<file path="src/rtl/i2c_seq_pkg.sv">
// Shared types for the I2C command sequencer: FSM encoding, command field widths
// and the packed FIFO entry layout.
package i2c_seq_pkg;

  localparam int unsigned DEV_W   = 7;
  localparam int unsigned ADDR_W  = 8;
  localparam int unsigned DATA_W  = 8;
  localparam int unsigned ENTRY_W = DEV_W + ADDR_W + DATA_W;
  localparam int unsigned GAP_W   = 8;
  localparam int unsigned CNT_W   = 8;

  typedef enum logic [1:0] {
    ST_IDLE      = 2'd0,
    ST_LOAD      = 2'd1,
    ST_WAIT_DONE = 2'd2,
    ST_GAP       = 2'd3
  } state_t;

  // One queued write: {dev, addr, data}, dev in the MSBs.
  typedef struct packed {
    logic [DEV_W-1:0]  dev;
    logic [ADDR_W-1:0] addr;
    logic [DATA_W-1:0] data;
  } cmd_t;

endpackage

</file>
<file path="src/rtl/i2c_cmd_fifo.sv">
// Synchronous show-ahead command FIFO with registered full/empty flags.
module i2c_cmd_fifo #(
  parameter int unsigned DEPTH = 4,
  parameter int unsigned WIDTH = 23
) (
  input  logic             clk,
  input  logic             rst,
  input  logic             i_push,
  input  logic [WIDTH-1:0] i_din,
  input  logic             i_pop,
  output logic [WIDTH-1:0] o_dout,
  output logic             o_full,
  output logic             o_empty
);

  localparam int unsigned AW = $clog2(DEPTH);
  localparam int unsigned CW = AW + 1;

  logic [WIDTH-1:0] r_mem [DEPTH];
  logic [AW-1:0]    r_wr_ptr;
  logic [AW-1:0]    r_rd_ptr;
  logic [CW-1:0]    r_count;
  logic [CW-1:0]    w_count_nxt;
  logic             r_full;
  logic             r_empty;
  logic             w_push;
  logic             w_pop;

  // Push is refused when full even if a pop happens in the same cycle.
  assign w_push = i_push && !r_full;
  assign w_pop  = i_pop && !r_empty;

  always_comb begin
    w_count_nxt = r_count;
    case ({w_push, w_pop})
      2'b10:   w_count_nxt = r_count + CW'(1);
      2'b01:   w_count_nxt = r_count - CW'(1);
      default: w_count_nxt = r_count;
    endcase
  end

  always_ff @(posedge clk) begin
    if (rst) begin
      r_wr_ptr <= '0;
      r_rd_ptr <= '0;
      r_count  <= '0;
      r_full   <= 1'b0;
      r_empty  <= 1'b1;
    end else begin
      if (w_push) r_wr_ptr <= r_wr_ptr + AW'(1);
      if (w_pop)  r_rd_ptr <= r_rd_ptr + AW'(1);
      r_count <= w_count_nxt;
      r_full  <= (w_count_nxt == CW'(DEPTH));
      r_empty <= (w_count_nxt == '0);
    end
  end

  // Storage needs no reset; occupancy is tracked by the pointers.
  always_ff @(posedge clk) begin
    if (w_push) r_mem[r_wr_ptr] <= i_din;
  end

  assign o_dout  = r_mem[r_rd_ptr];
  assign o_full  = r_full;
  assign o_empty = r_empty;

endmodule

</file>
<file path="src/rtl/i2c_cmd_sequencer.sv">
// Queues I2C write commands and issues them one at a time to an I2C write master.
// Optional WAIT_DONE watchdog and sticky o_timeout enabled by I2C_SEQ_TIMEOUT_EN.
module i2c_cmd_sequencer
  import i2c_seq_pkg::*;
#(
  parameter int unsigned FIFO_DEPTH     = 4,
  parameter int unsigned GAP_CYCLES     = 4,
  parameter int unsigned TIMEOUT_CYCLES = 20000
) (
  input  logic              clk,
  input  logic              rst,
  input  logic              i_cmd_valid,
  output logic              o_cmd_ready,
  input  logic [DEV_W-1:0]  i_cmd_dev,
  input  logic [ADDR_W-1:0] i_cmd_addr,
  input  logic [DATA_W-1:0] i_cmd_data,
  input  logic              i_done_flag,
  output logic              o_i2c_en,
  output logic [DEV_W-1:0]  o_device_addr,
  output logic [ADDR_W-1:0] o_data_addr,
  output logic [DATA_W-1:0] o_write_data,
  output logic              o_busy,
  output logic [CNT_W-1:0]  o_done_cnt
`ifdef I2C_SEQ_TIMEOUT_EN
  ,
  output logic              o_timeout
`endif
);

  state_t r_state;
  state_t w_state_nxt;

  cmd_t w_push_cmd;
  cmd_t w_head_cmd;
  logic w_fifo_full;
  logic w_fifo_empty;
  logic w_push;
  logic w_pop;

  logic              r_i2c_en;
  logic              w_i2c_en_nxt;
  logic [DEV_W-1:0]  r_dev;
  logic [DEV_W-1:0]  w_dev_nxt;
  logic [ADDR_W-1:0] r_addr;
  logic [ADDR_W-1:0] w_addr_nxt;
  logic [DATA_W-1:0] r_data;
  logic [DATA_W-1:0] w_data_nxt;
  logic              r_busy;
  logic              w_busy_nxt;
  logic [CNT_W-1:0]  r_done_cnt;
  logic [CNT_W-1:0]  w_done_cnt_nxt;
  logic [GAP_W-1:0]  r_gap_cnt;
  logic [GAP_W-1:0]  w_gap_cnt_nxt;

`ifdef I2C_SEQ_TIMEOUT_EN
  localparam int unsigned TO_W = $clog2(TIMEOUT_CYCLES + 1);
  logic [TO_W-1:0] r_to_cnt;
  logic [TO_W-1:0] w_to_cnt_nxt;
  logic            r_timeout;
  logic            w_timeout_nxt;
`else
  logic w_unused_timeout_cfg;
  assign w_unused_timeout_cfg = (TIMEOUT_CYCLES == 0);
`endif

  assign w_push_cmd = '{dev: i_cmd_dev, addr: i_cmd_addr, data: i_cmd_data};
  assign w_push     = i_cmd_valid && !w_fifo_full;

  i2c_cmd_fifo #(
    .DEPTH (FIFO_DEPTH),
    .WIDTH (ENTRY_W)
  ) u_fifo (
    .clk     (clk),
    .rst     (rst),
    .i_push  (w_push),
    .i_din   (w_push_cmd),
    .i_pop   (w_pop),
    .o_dout  (w_head_cmd),
    .o_full  (w_fifo_full),
    .o_empty (w_fifo_empty)
  );

  // Next-state and next-output logic.
  always_comb begin
    w_state_nxt    = r_state;
    w_pop          = 1'b0;
    w_i2c_en_nxt   = r_i2c_en;
    w_dev_nxt      = r_dev;
    w_addr_nxt     = r_addr;
    w_data_nxt     = r_data;
    w_done_cnt_nxt = r_done_cnt;
    w_gap_cnt_nxt  = r_gap_cnt;
`ifdef I2C_SEQ_TIMEOUT_EN
    w_to_cnt_nxt   = r_to_cnt;
    w_timeout_nxt  = r_timeout;
`endif

    case (r_state)
      ST_IDLE: begin
        if (!w_fifo_empty) begin
          w_pop       = 1'b1;
          w_dev_nxt   = w_head_cmd.dev;
          w_addr_nxt  = w_head_cmd.addr;
          w_data_nxt  = w_head_cmd.data;
          w_state_nxt = ST_LOAD;
        end
      end
      ST_LOAD: begin
        w_i2c_en_nxt = 1'b1;
        w_state_nxt  = ST_WAIT_DONE;
`ifdef I2C_SEQ_TIMEOUT_EN
        w_to_cnt_nxt = '0;
`endif
      end
      ST_WAIT_DONE: begin
        if (i_done_flag) begin
          w_i2c_en_nxt   = 1'b0;
          w_done_cnt_nxt = r_done_cnt + CNT_W'(1);
          w_gap_cnt_nxt  = '0;
          w_state_nxt    = ST_GAP;
        end
`ifdef I2C_SEQ_TIMEOUT_EN
        // Abandon the transfer without counting it as completed.
        else if (r_to_cnt == TO_W'(TIMEOUT_CYCLES - 1)) begin
          w_i2c_en_nxt  = 1'b0;
          w_timeout_nxt = 1'b1;
          w_gap_cnt_nxt = '0;
          w_state_nxt   = ST_GAP;
        end else begin
          w_to_cnt_nxt = r_to_cnt + TO_W'(1);
        end
`endif
      end
      ST_GAP: begin
        if (r_gap_cnt == GAP_W'(GAP_CYCLES - 1)) begin
          w_state_nxt = ST_IDLE;
        end else begin
          w_gap_cnt_nxt = r_gap_cnt + GAP_W'(1);
        end
      end
      default: begin
        w_state_nxt = ST_IDLE;
      end
    endcase

    // A pop from IDLE always moves to LOAD, so busy follows next state or pending entries.
    w_busy_nxt = (w_state_nxt != ST_IDLE) || !w_fifo_empty || w_push;
  end

  always_ff @(posedge clk) begin
    if (rst) begin
      r_state    <= ST_IDLE;
      r_i2c_en   <= 1'b0;
      r_dev      <= '0;
      r_addr     <= '0;
      r_data     <= '0;
      r_busy     <= 1'b0;
      r_done_cnt <= '0;
      r_gap_cnt  <= '0;
`ifdef I2C_SEQ_TIMEOUT_EN
      r_to_cnt   <= '0;
      r_timeout  <= 1'b0;
`endif
    end else begin
      r_state    <= w_state_nxt;
      r_i2c_en   <= w_i2c_en_nxt;
      r_dev      <= w_dev_nxt;
      r_addr     <= w_addr_nxt;
      r_data     <= w_data_nxt;
      r_busy     <= w_busy_nxt;
      r_done_cnt <= w_done_cnt_nxt;
      r_gap_cnt  <= w_gap_cnt_nxt;
`ifdef I2C_SEQ_TIMEOUT_EN
      r_to_cnt   <= w_to_cnt_nxt;
      r_timeout  <= w_timeout_nxt;
`endif
    end
  end

  assign o_cmd_ready   = !w_fifo_full;
  assign o_i2c_en      = r_i2c_en;
  assign o_device_addr = r_dev;
  assign o_data_addr   = r_addr;
  assign o_write_data  = r_data;
  assign o_busy        = r_busy;
  assign o_done_cnt    = r_done_cnt;
`ifdef I2C_SEQ_TIMEOUT_EN
  assign o_timeout     = r_timeout;
`endif

endmodule

</file>
<file path="config.mk">
export PLATFORM = sky130hd
export DESIGN_NAME = i2c_cmd_sequencer
export DESIGN_NICKNAME = d
export VERILOG_FILES = /design/src/rtl/i2c_seq_pkg.sv /design/src/rtl/i2c_cmd_fifo.sv /design/src/rtl/i2c_cmd_sequencer.sv
export SDC_FILE = /design/constraint.sdc
export NUM_CORES = 1
export LEC_CHECK = 0
export ABC_AREA = 0
export CAP_MARGIN = 5
export CORE_MARGIN = 4
export CORE_UTILIZATION = 25
export DETAILED_ROUTE_END_ITERATION = 6
export SYNTH_ARGS = -nofsm -noshare
export SYNTH_HDL_FRONTEND = slang
export SYNTH_SLANG_ARGS = --single-unit
</file>
<file path="constraint.sdc">
create_clock -name clk -period 2.3 [get_ports clk]
set_clock_uncertainty 0.15 [all_clocks]
set_input_delay 0.46 -clock clk [delete_from_list [all_inputs] [get_ports clk]]
set_output_delay 0.46 -clock clk [all_outputs]
set_load 0.005 [all_outputs]
</file>
Word-level counts from Yosys, hierarchy flattened
Memories as Yosys holds them, arrays and structs flattened. A register that Yosys moved wholly into a read port is not among the register bits.
Index checks and enable logic that the tools add are counted.
- register bits: 29
- memory bits (writable): 92
- output and inout bits: 34
- logic and storage cells: 57
- memories kept: 1
- add/sub/neg operators: 6
- equal/unequal tests: 9
- multiplexer cells: 14
- bitwise operators: 1
- reductions and logical operators: 16
- memories (memory ; words ; bits a word ; rd ports ; clocked after Yosys merged registers in ; wr ports ; line ; source):
    u_fifo.r_mem ; 4 ; 23 ; 1 ; 1 ; 1 ; i2c_cmd_fifo.sv:19 ; logic [WIDTH-1:0] r_mem [DEPTH];
- operators by type and width (cell ; count):
    $add A8 B1 Y8 const B ; 2
    $mux W8 ; 2
    $pmux W8 S2 ; 1
    $eq A8 B2 Y1 const B ; 1
    $pmux W2 S4 ; 1
    $eq A2 B2 Y1 const B ; 3
    $mux W2 ; 3
    $pmux W3 S2 ; 1
    $reduce_and A2 Y1 ; 3
    $reduce_bool A2 Y1 ; 3
    $mux W1 ; 5
    $add A2 B1 Y2 const B ; 2
    $eq A2 B1 Y1 const B ; 2
    $ne A2 B2 Y1 const B ; 2
    $add A3 B1 Y3 const B ; 1
    $eq A3 B3 Y1 const B ; 1
    $logic_and A1 B1 Y1 ; 3
    $logic_not A3 Y1 ; 1
    $reduce_and A3 Y1 ; 1
    $sub A3 B1 Y3 const B ; 1
    $logic_not A1 Y1 ; 2
    $logic_not A2 Y1 ; 1
    $logic_or A1 B1 Y1 ; 2
    $pmux W1 S2 ; 1
    $not A1 Y1 ; 1

Logic depth before layout (Yosys ltp)
Gate-level depths: netlist (run 1).
- depth in word-level cells: 6
- gate-level depth with buffers: 9
- mapped depth without buffers: 8

Modules after synthesis
A second synthesis (run 1) with hierarchy kept.
- cell total of the unflattened synthesis: 384
- area total of the unflattened synthesis: 5760.5 sq um
- modules (own cells, without submodules) (module ; times used ; cells an instance ; area an instance (sq um)):
    i2c_cmd_fifo ; 1 ; 175 ; 3883.7
    i2c_cmd_sequencer ; 1 ; 209 ; 1876.8

Worst setup path after synthesis (run 1)
OpenSTA, ideal clock, no wires.
- path kind: input -> register
- from: input i_cmd_valid
- to: register u_fifo.r_full, in the netlist u_fifo.o_full
- setup time: 0.086 ns
- arrival time: 2.082 ns
- required time: 2.064 ns
- path slack: -0.017 ns
- cell stages on the path: 9
- path buffers: 1
- cell sequence: nor2b_1 clkbuf_1 inv_1 ha_1 inv_1 fa_1 xor2_1 or3_1 a211oi_1
- longest elaborated chain between the ends: 5
- RTL lines (item ; line ; source):
    start: declaration ; i2c_cmd_sequencer.sv:12 ; input logic i_cmd_valid,
    $logic_and A1 B1 Y1 * ; i2c_cmd_sequencer.sv:67 ; assign w_push = i_cmd_valid && !w_fifo_full;
    $logic_and A1 B1 Y1 * ; i2c_cmd_fifo.sv:30 ; assign w_push = i_push && !r_full;
    $eq A2 B1 Y1 or $eq A2 B2 Y1 (tied branches) ; i2c_cmd_fifo.sv:35 ; case ({w_push, w_pop})
    $pmux W3 S2 * ; i2c_cmd_fifo.sv:35 ;
    $eq A3 B3 Y1 * ; i2c_cmd_fifo.sv:53 ; r_full <= (w_count_nxt == CW'(DEPTH));
    end signal: assignment ; i2c_cmd_fifo.sv:53 ;
    end: declaration ; i2c_cmd_fifo.sv:24 ; logic r_full;
Mark *: on every way between the ends. The rest lies on a longest branch, timed or not.
A chain may end at the register's enable or synchronous reset.

Worst setup path after layout (run 1)
- from: register r_state[0]
- to: register u_fifo.r_full, in the netlist u_fifo.o_full
- longest elaborated chain between the ends: 6
- RTL lines (item ; line ; source):
    start: declaration ; i2c_cmd_sequencer.sv:30 ; state_t r_state;
    start signal: assignment ; i2c_cmd_sequencer.sv:165 ; r_state <= w_state_nxt;
    $logic_not A2 Y1 * ; i2c_cmd_sequencer.sv:98 ; case (r_state)
    $mux W1 * ; i2c_cmd_sequencer.sv:98 ;
    net u_fifo.i_pop ; i2c_cmd_fifo.sv:10 ; input logic i_pop,
    $logic_and A1 B1 Y1 * ; i2c_cmd_fifo.sv:31 ; assign w_pop = i_pop && !r_empty;
    $eq A2 B1 Y1 or $eq A2 B2 Y1 (tied branches) ; i2c_cmd_fifo.sv:35 ;
    $pmux W3 S2 * ; i2c_cmd_fifo.sv:35 ;
    $eq A3 B3 Y1 * ; i2c_cmd_fifo.sv:53 ;
The timed path passes the listed nets; every way through them passes the cells marked *.

==> flow_summary.toml, run 1 <==
[outcome]
outcome = "completed"

[yosys]
syn_nets = 365
synth_seq_cells = 144
avgSynthCellArea_sq_um = 16.6
syn_inst = 330
async_reset_ff_share_pct = 0
synth_top_cell_area_share_pct = 50.5
yosysMostFrequentCell = "edfxtp_1"
synth_top_cell_by_area = "edfxtp_1"
synth_cell_type_count = 44
yosys_warnings = 0
ys_top_cells_by_area = "edfxtp_1 50%, dfxtp_1 19%, mux4_2 9.5%"
synth_flop_cell = "edfxtp_1"
syn_area_sq_um = 5470
ys_seq_area_share_pct = 69.5
synth_edf_count = 92
ys_top_cells_by_count = "92 x edfxtp_1, 52 x dfxtp_1, 23 x a22o_1, 23 x mux4_2, 14 x a21oi_1"

[routing]
wl_per_cell_microns = 16.0
viasPerCell = 4.35
route.detailed.drc = 0
firstDrtPassIters = 4
drtIter0Drc = 127
drtAntennaViolNets = 0
totalWireLength_mm = 11.2
num_vias = 3052

[clocking]
path_clk_slew_ps = 60
numCtsBuffers = 17
postCtsHoldBufs = 0
cts-root-buf = "clkbuf_16"
cts_tree = "done"
cts_num_sinks = 144
clk_path_buf_depth = 2
htreeDepth = 4
clk-insertion-delay-late_ps = 410

[job]
max_cap_violations = 0

[power]
leakage_nw = 2.41
power.density_nw_per_um2 = 1090
power_mw = 7.85
p_clk_share_pct = 33.5
p_sw_share_pct = 26.8
internal_power_mw = 5.74
power_frac_seq_pct = 42.3
p_sw_mw = 2.11
combPwrFrac_pct = 24.2
peakVddDrop_mv = 0.370

[global_route]
antenna_found_initial = 1
grt_pass1_vias = 3294
grt_max_degree = 24
overflow = 0
globalRouteTotalUtil_pct = 9.63
grt_pass1_wl_mm = 17.8

[floorplan]
fp.dieH_microns = 156
rows = 53
io_pins = 61
die_x_microns = 156
core-area_sq_um = 21300
start_util_pct = 25.7
dieArea_sq_um = 24300

[worst_hold_path]
hold_start = "o_write_data[4]"
hp-class = "reg2reg"

[worst_setup_path]
endpoint_kind = "flop"
cp_max_fo = 3
rr_startpoint = "r_state[0]"
critPathKind = "reg2reg"
arrival_ps = 2410
cp-startpoint = "r_state[0]"
start_kind = "flop"
crit_required_ps = 2480

[final_layout]
fill_cells = 2045
syn2layout_area_growth_pct = 31.3
final_layout_size_suffix_gt1_share_pct = 22.1
nNetsFinal = 448
final_cells = 701
antenna_cells = 0

[sta]
fin_tns_setup_ps = 0
setup_ws_ps = 73.4
hold_viol_final = 0
fin_crit_ps = 2230
drv_slew = 0
timing.fmax_mhz = 449
finalSetupViolCount = 0
slew_headroom_pct = 67.8
hold_ws_ps = 329
tightestPinTransition_ps = 481
fin_crit_sh_pct = 96.8

[placement]
post-place-ws_ps = -448
routabilityCongestion = 0.713
dp.cells = 667
hpwl_mm = 6.87
numPortBuffers = 60
==> power by group through the flow <==
stage	clock network, mW	logic [mW]	registers (mW)
after CTS	2.70	1.89	3.32
final	2.63	1.90	3.32
after floorplan	0	1.08	3.33
after global placement	0	1.81	3.35
after detailed placement	0	1.85	3.37
after global routing	2.80	2.08	3.35
==> registers in the layout, indices dropped and copies added, names as in the netlist <==
name             flops
o_write_data         8
u_fifo.r_wr_ptr      2
u_fifo.r_count       3
o_busy               1
r_state              2
u_fifo.o_full        1
u_fifo.o_empty       1
u_fifo.r_rd_ptr      2
o_done_cnt           8
u_fifo.r_mem        92
o_data_addr          8
r_gap_cnt            8
o_device_addr        7
o_i2c_en             1
==> final timing paths <==
path                                   endpoint  slack [ps]  cells after the start
worst max-delay path              u_fifo.o_full          70                      7
worst min-delay path            o_write_data[4]         330                      1
worst max register to register    u_fifo.o_full          70                      7
worst min register to register  o_write_data[4]         330                      1
==> critical path, stage by stage, from the launching register on <==
cell	delay, ps
dfxtp_2	340
nor3_4	250
ha_4	170
inv_2	40
fa_2	400
xor2_4	210
or3_4	410
a211oi_2	180
==> final cells by class <==
cell class | instances | area [sq um] | area share, %
flip-flops and latches | 144 | 3810 | 53.0
inverters | 12 | 45.0 | 0.627
clock buffers | 19 | 443 | 6.17
repair buffers | 81 | 836 | 11.6
multi-input cells | 157 | 1580 | 22.1
well taps | 275 | 344 | 4.79
clock inverters | 13 | 125 | 1.74
==> metal layers <==
layer	vias to the layer above	wire length [microns]	global-route usage [%]
met1	1524	4870	11.2
li1	1453	-	-
met3	13	490	3.72
met4	2	129	3.38
met5	-	13	0
met2	60	5710	16.3
==> stage by stage <==
| step | utilization (%) | area (sq um) |
|---|---|---|
| 3_3_place_gp | 30.7 | 6540 |
| 2_1_floorplan | - | 5470 |
| 4_1_cts | 33.5 | 7130 |
| 3_5_place_dp | 30.7 | 6540 |
| 6_report | 33.7 | 7180 |
| 5_1_grt | 33.7 | 7180 |
==> placed cells by master (no fill, tap or decap), types with 3 or more instances in the layout <==
cell / n
mux2i_1: 3
clkbuf_16: 17
o21ai_0: 6
xnor2_1: 3
buf_12: 6
nand3_1: 7
inv_6: 4
and2_1: 4
a21oi_1: 13
buf_4: 15
or4_1: 5
ha_1: 6
xor2_1: 4
o31ai_1: 5
nand2_1: 4
inv_1: 10
edfxtp_1: 92
a22o_1: 23
nor2_1: 12
dfxtp_1: 50
or3_1: 6
mux4_2: 23
clkdlybuf4s50_1: 59
==> cell families after synthesis <==
group / share of synthesized area (%)
AOI/OAI and AO/OA: 7.45
xor gates and xnor gates: 1.28
DFF: 69.5
muxes: 10.2
adders and majority gates: 1.97
and+or+nand+nor: 6.86
buffers and inverters: 2.70
==> repair_timing <==
item | 4_1_cts | 5_1_grt
pin swaps | 1 | 5
setup buffers | 0 | 2
endpoints found under the setup margin | 1 | 3
resized for setup | 4 | 10
(Power assumes the default switching activity.)
==> inputs of run 2 (changes only) <==
CTS_CLUSTER_DIAMETER = 40   (was unset)
==> results of run 2 <==
The final DEF is identical to that of run 1; final timing and power are the same.
==> inputs of run 3 (changes only) <==
CTS_BUF_LIST = sky130_fd_sc_hd__clkbuf_2 sky130_fd_sc_hd__clkbuf_4 sky130_fd_sc_hd__clkbuf_8   (was unset)
==> flow_summary.toml, run 3 (same netlist as run 1, synthesis figures left out) <==
[power]
peakVddDrop_mv = 0.338
leakage_nw = 2.30
power.density_nw_per_um2 = 1020
power_mw = 7.04

[worst_setup_path]
crit_required_ps = 2510
rr_startpoint = "u_fifo.o_empty"
endpoint_kind = "flop"
cp-startpoint = "i_cmd_valid"
critPathKind = "in2reg"
start_kind = "input port"
reg2reg_setup_slack_ps = 120
arrival_ps = 2450
cp_max_fo = 3

[clocking]
clk-insertion-delay-late_ps = 440
htreeDepth = 4
cts_tree = "done"
path_clk_slew_ps = 90
cts_num_sinks = 144
clk_path_buf_depth = 2
numCtsBuffers = 17
cts-root-buf = "clkbuf_8"
post-cts-setup-buffers = 0

[final_layout]
antenna_cells = 0
layout_commonest_cell = "edfxtp_1"
syn2layout_area_growth_pct = 26.7
largest_reg_flops = 92
top_register = "u_fifo.r_mem"
most-common-layout-cells = "92 x edfxtp_1, 60 x clkdlybuf4s50_1, 51 x dfxtp_1, 23 x mux4_2, 23 x a22o_1"
fill_cells = 2060
nNetsFinal = 446
final_layout_size_suffix_gt1_share_pct = 20.3

[worst_hold_path]
hold_start = "o_device_addr[6]"
hp-class = "reg2reg"

[placement]
hpwl_mm = 6.87
numPortBuffers = 60
routabilityCongestion = 0.713

[routing]
drtIter0Drc = 120
wl_per_cell_microns = 15.8
totalWireLength_mm = 11.0
viasPerCell = 4.39
firstDrtPassIters = 4
drtAntennaViolNets = 0
route.detailed.drc = 0
num_vias = 3070

[sta]
drv_slew = 0
slew_headroom_pct = 67.1
rsz0062_at_grt = "false"
fin_crit_sh_pct = 97.7
fin_crit_ps = 2250
fin_tns_setup_ps = 0
hold_viol_final = 0
tightestPinTransition_ps = 492
timing.fmax_mhz = 445
finalSetupViolCount = 0

[global_route]
grt_max_degree = 24
globalRouteTotalUtil_pct = 9.47
overflow = 0
antenna_found_initial = 1
grt_pass1_vias = 3276
grt_pass1_wl_mm = 17.5

[floorplan]
die_x_microns = 156
dieArea_sq_um = 24300
fp.dieH_microns = 156
rows = 53
core-area_sq_um = 21300
start_util_pct = 25.7
io_pins = 61

[outcome]
outcome = "completed"

[job]
max_cap_violations = 0
[run 3: what timing repair did]
action / 4_1_cts / 5_1_grt
endpoints found under the setup margin: 0 / 1
gates resized for setup: 0 / 3
hold buffers: 0 / 0
[run 3: power breakdown]
part / total, mW / switching [mW] / internal [mW]
clock network: 1.92 / 1.01 / 0.915
logic: 1.82 / 0.795 / 1.02
registers: 3.31 / 0.177 / 3.13
total: 7.04 / 1.98 / 5.07
[run 3: final cells by class]
class | instances | area (sq um) | share of cell area [%]
timing repair buffer | 79 | 818 | 11.8
clock inverter | 13 | 125 | 1.80
inverter | 12 | 45.0 | 0.650
sequential | 144 | 3800 | 54.9
multi-input combinational | 157 | 1540 | 22.2
clock buffer | 19 | 255 | 3.68
tap | 275 | 344 | 4.96
[run 3: through the flow]
stage / util [%] / hold WS [ps] / area [sq um] / std cells / worst slack (ps)
6_report: 32.6 / 335 / 6930 / 699 / 53.6
5_1_grt: 32.6 / 347 / 6930 / 699 / 2.73
4_1_cts: 32.5 / 338 / 6920 / 699 / 31.6
3_5_place_dp: 30.7 / 316 / 6540 / 667 / -448
3_3_place_gp: 30.7 / 311 / 6540 / 667 / -315
2_1_floorplan: - / 302 / 5470 / 330 / 4.64
[run 3: final timing paths]
check,depth (start not counted),end
setup / recovery,9,u_fifo.o_full
hold / removal,1,o_device_addr[6]
setup reg to reg,7,u_fifo.o_full
hold reg to reg,1,o_device_addr[6]
[run 3: critical path, stage by stage]
cell	delay [ps]
clkdlybuf4s50_1	410
nor2b_1	140
inv_1	80
ha_2	180
inv_1	60
fa_1	370
xor2_1	180
or3_4	360
a211oi_2	210
[run 3: layer usage]
layer	routed length (microns)	up-vias	track usage, %
met5	13	-	0
met4	148	2	3.25
met3	503	14	3.63
met2	5590	64	15.9
met1	4760	1545	11.1
li1	-	1445	-
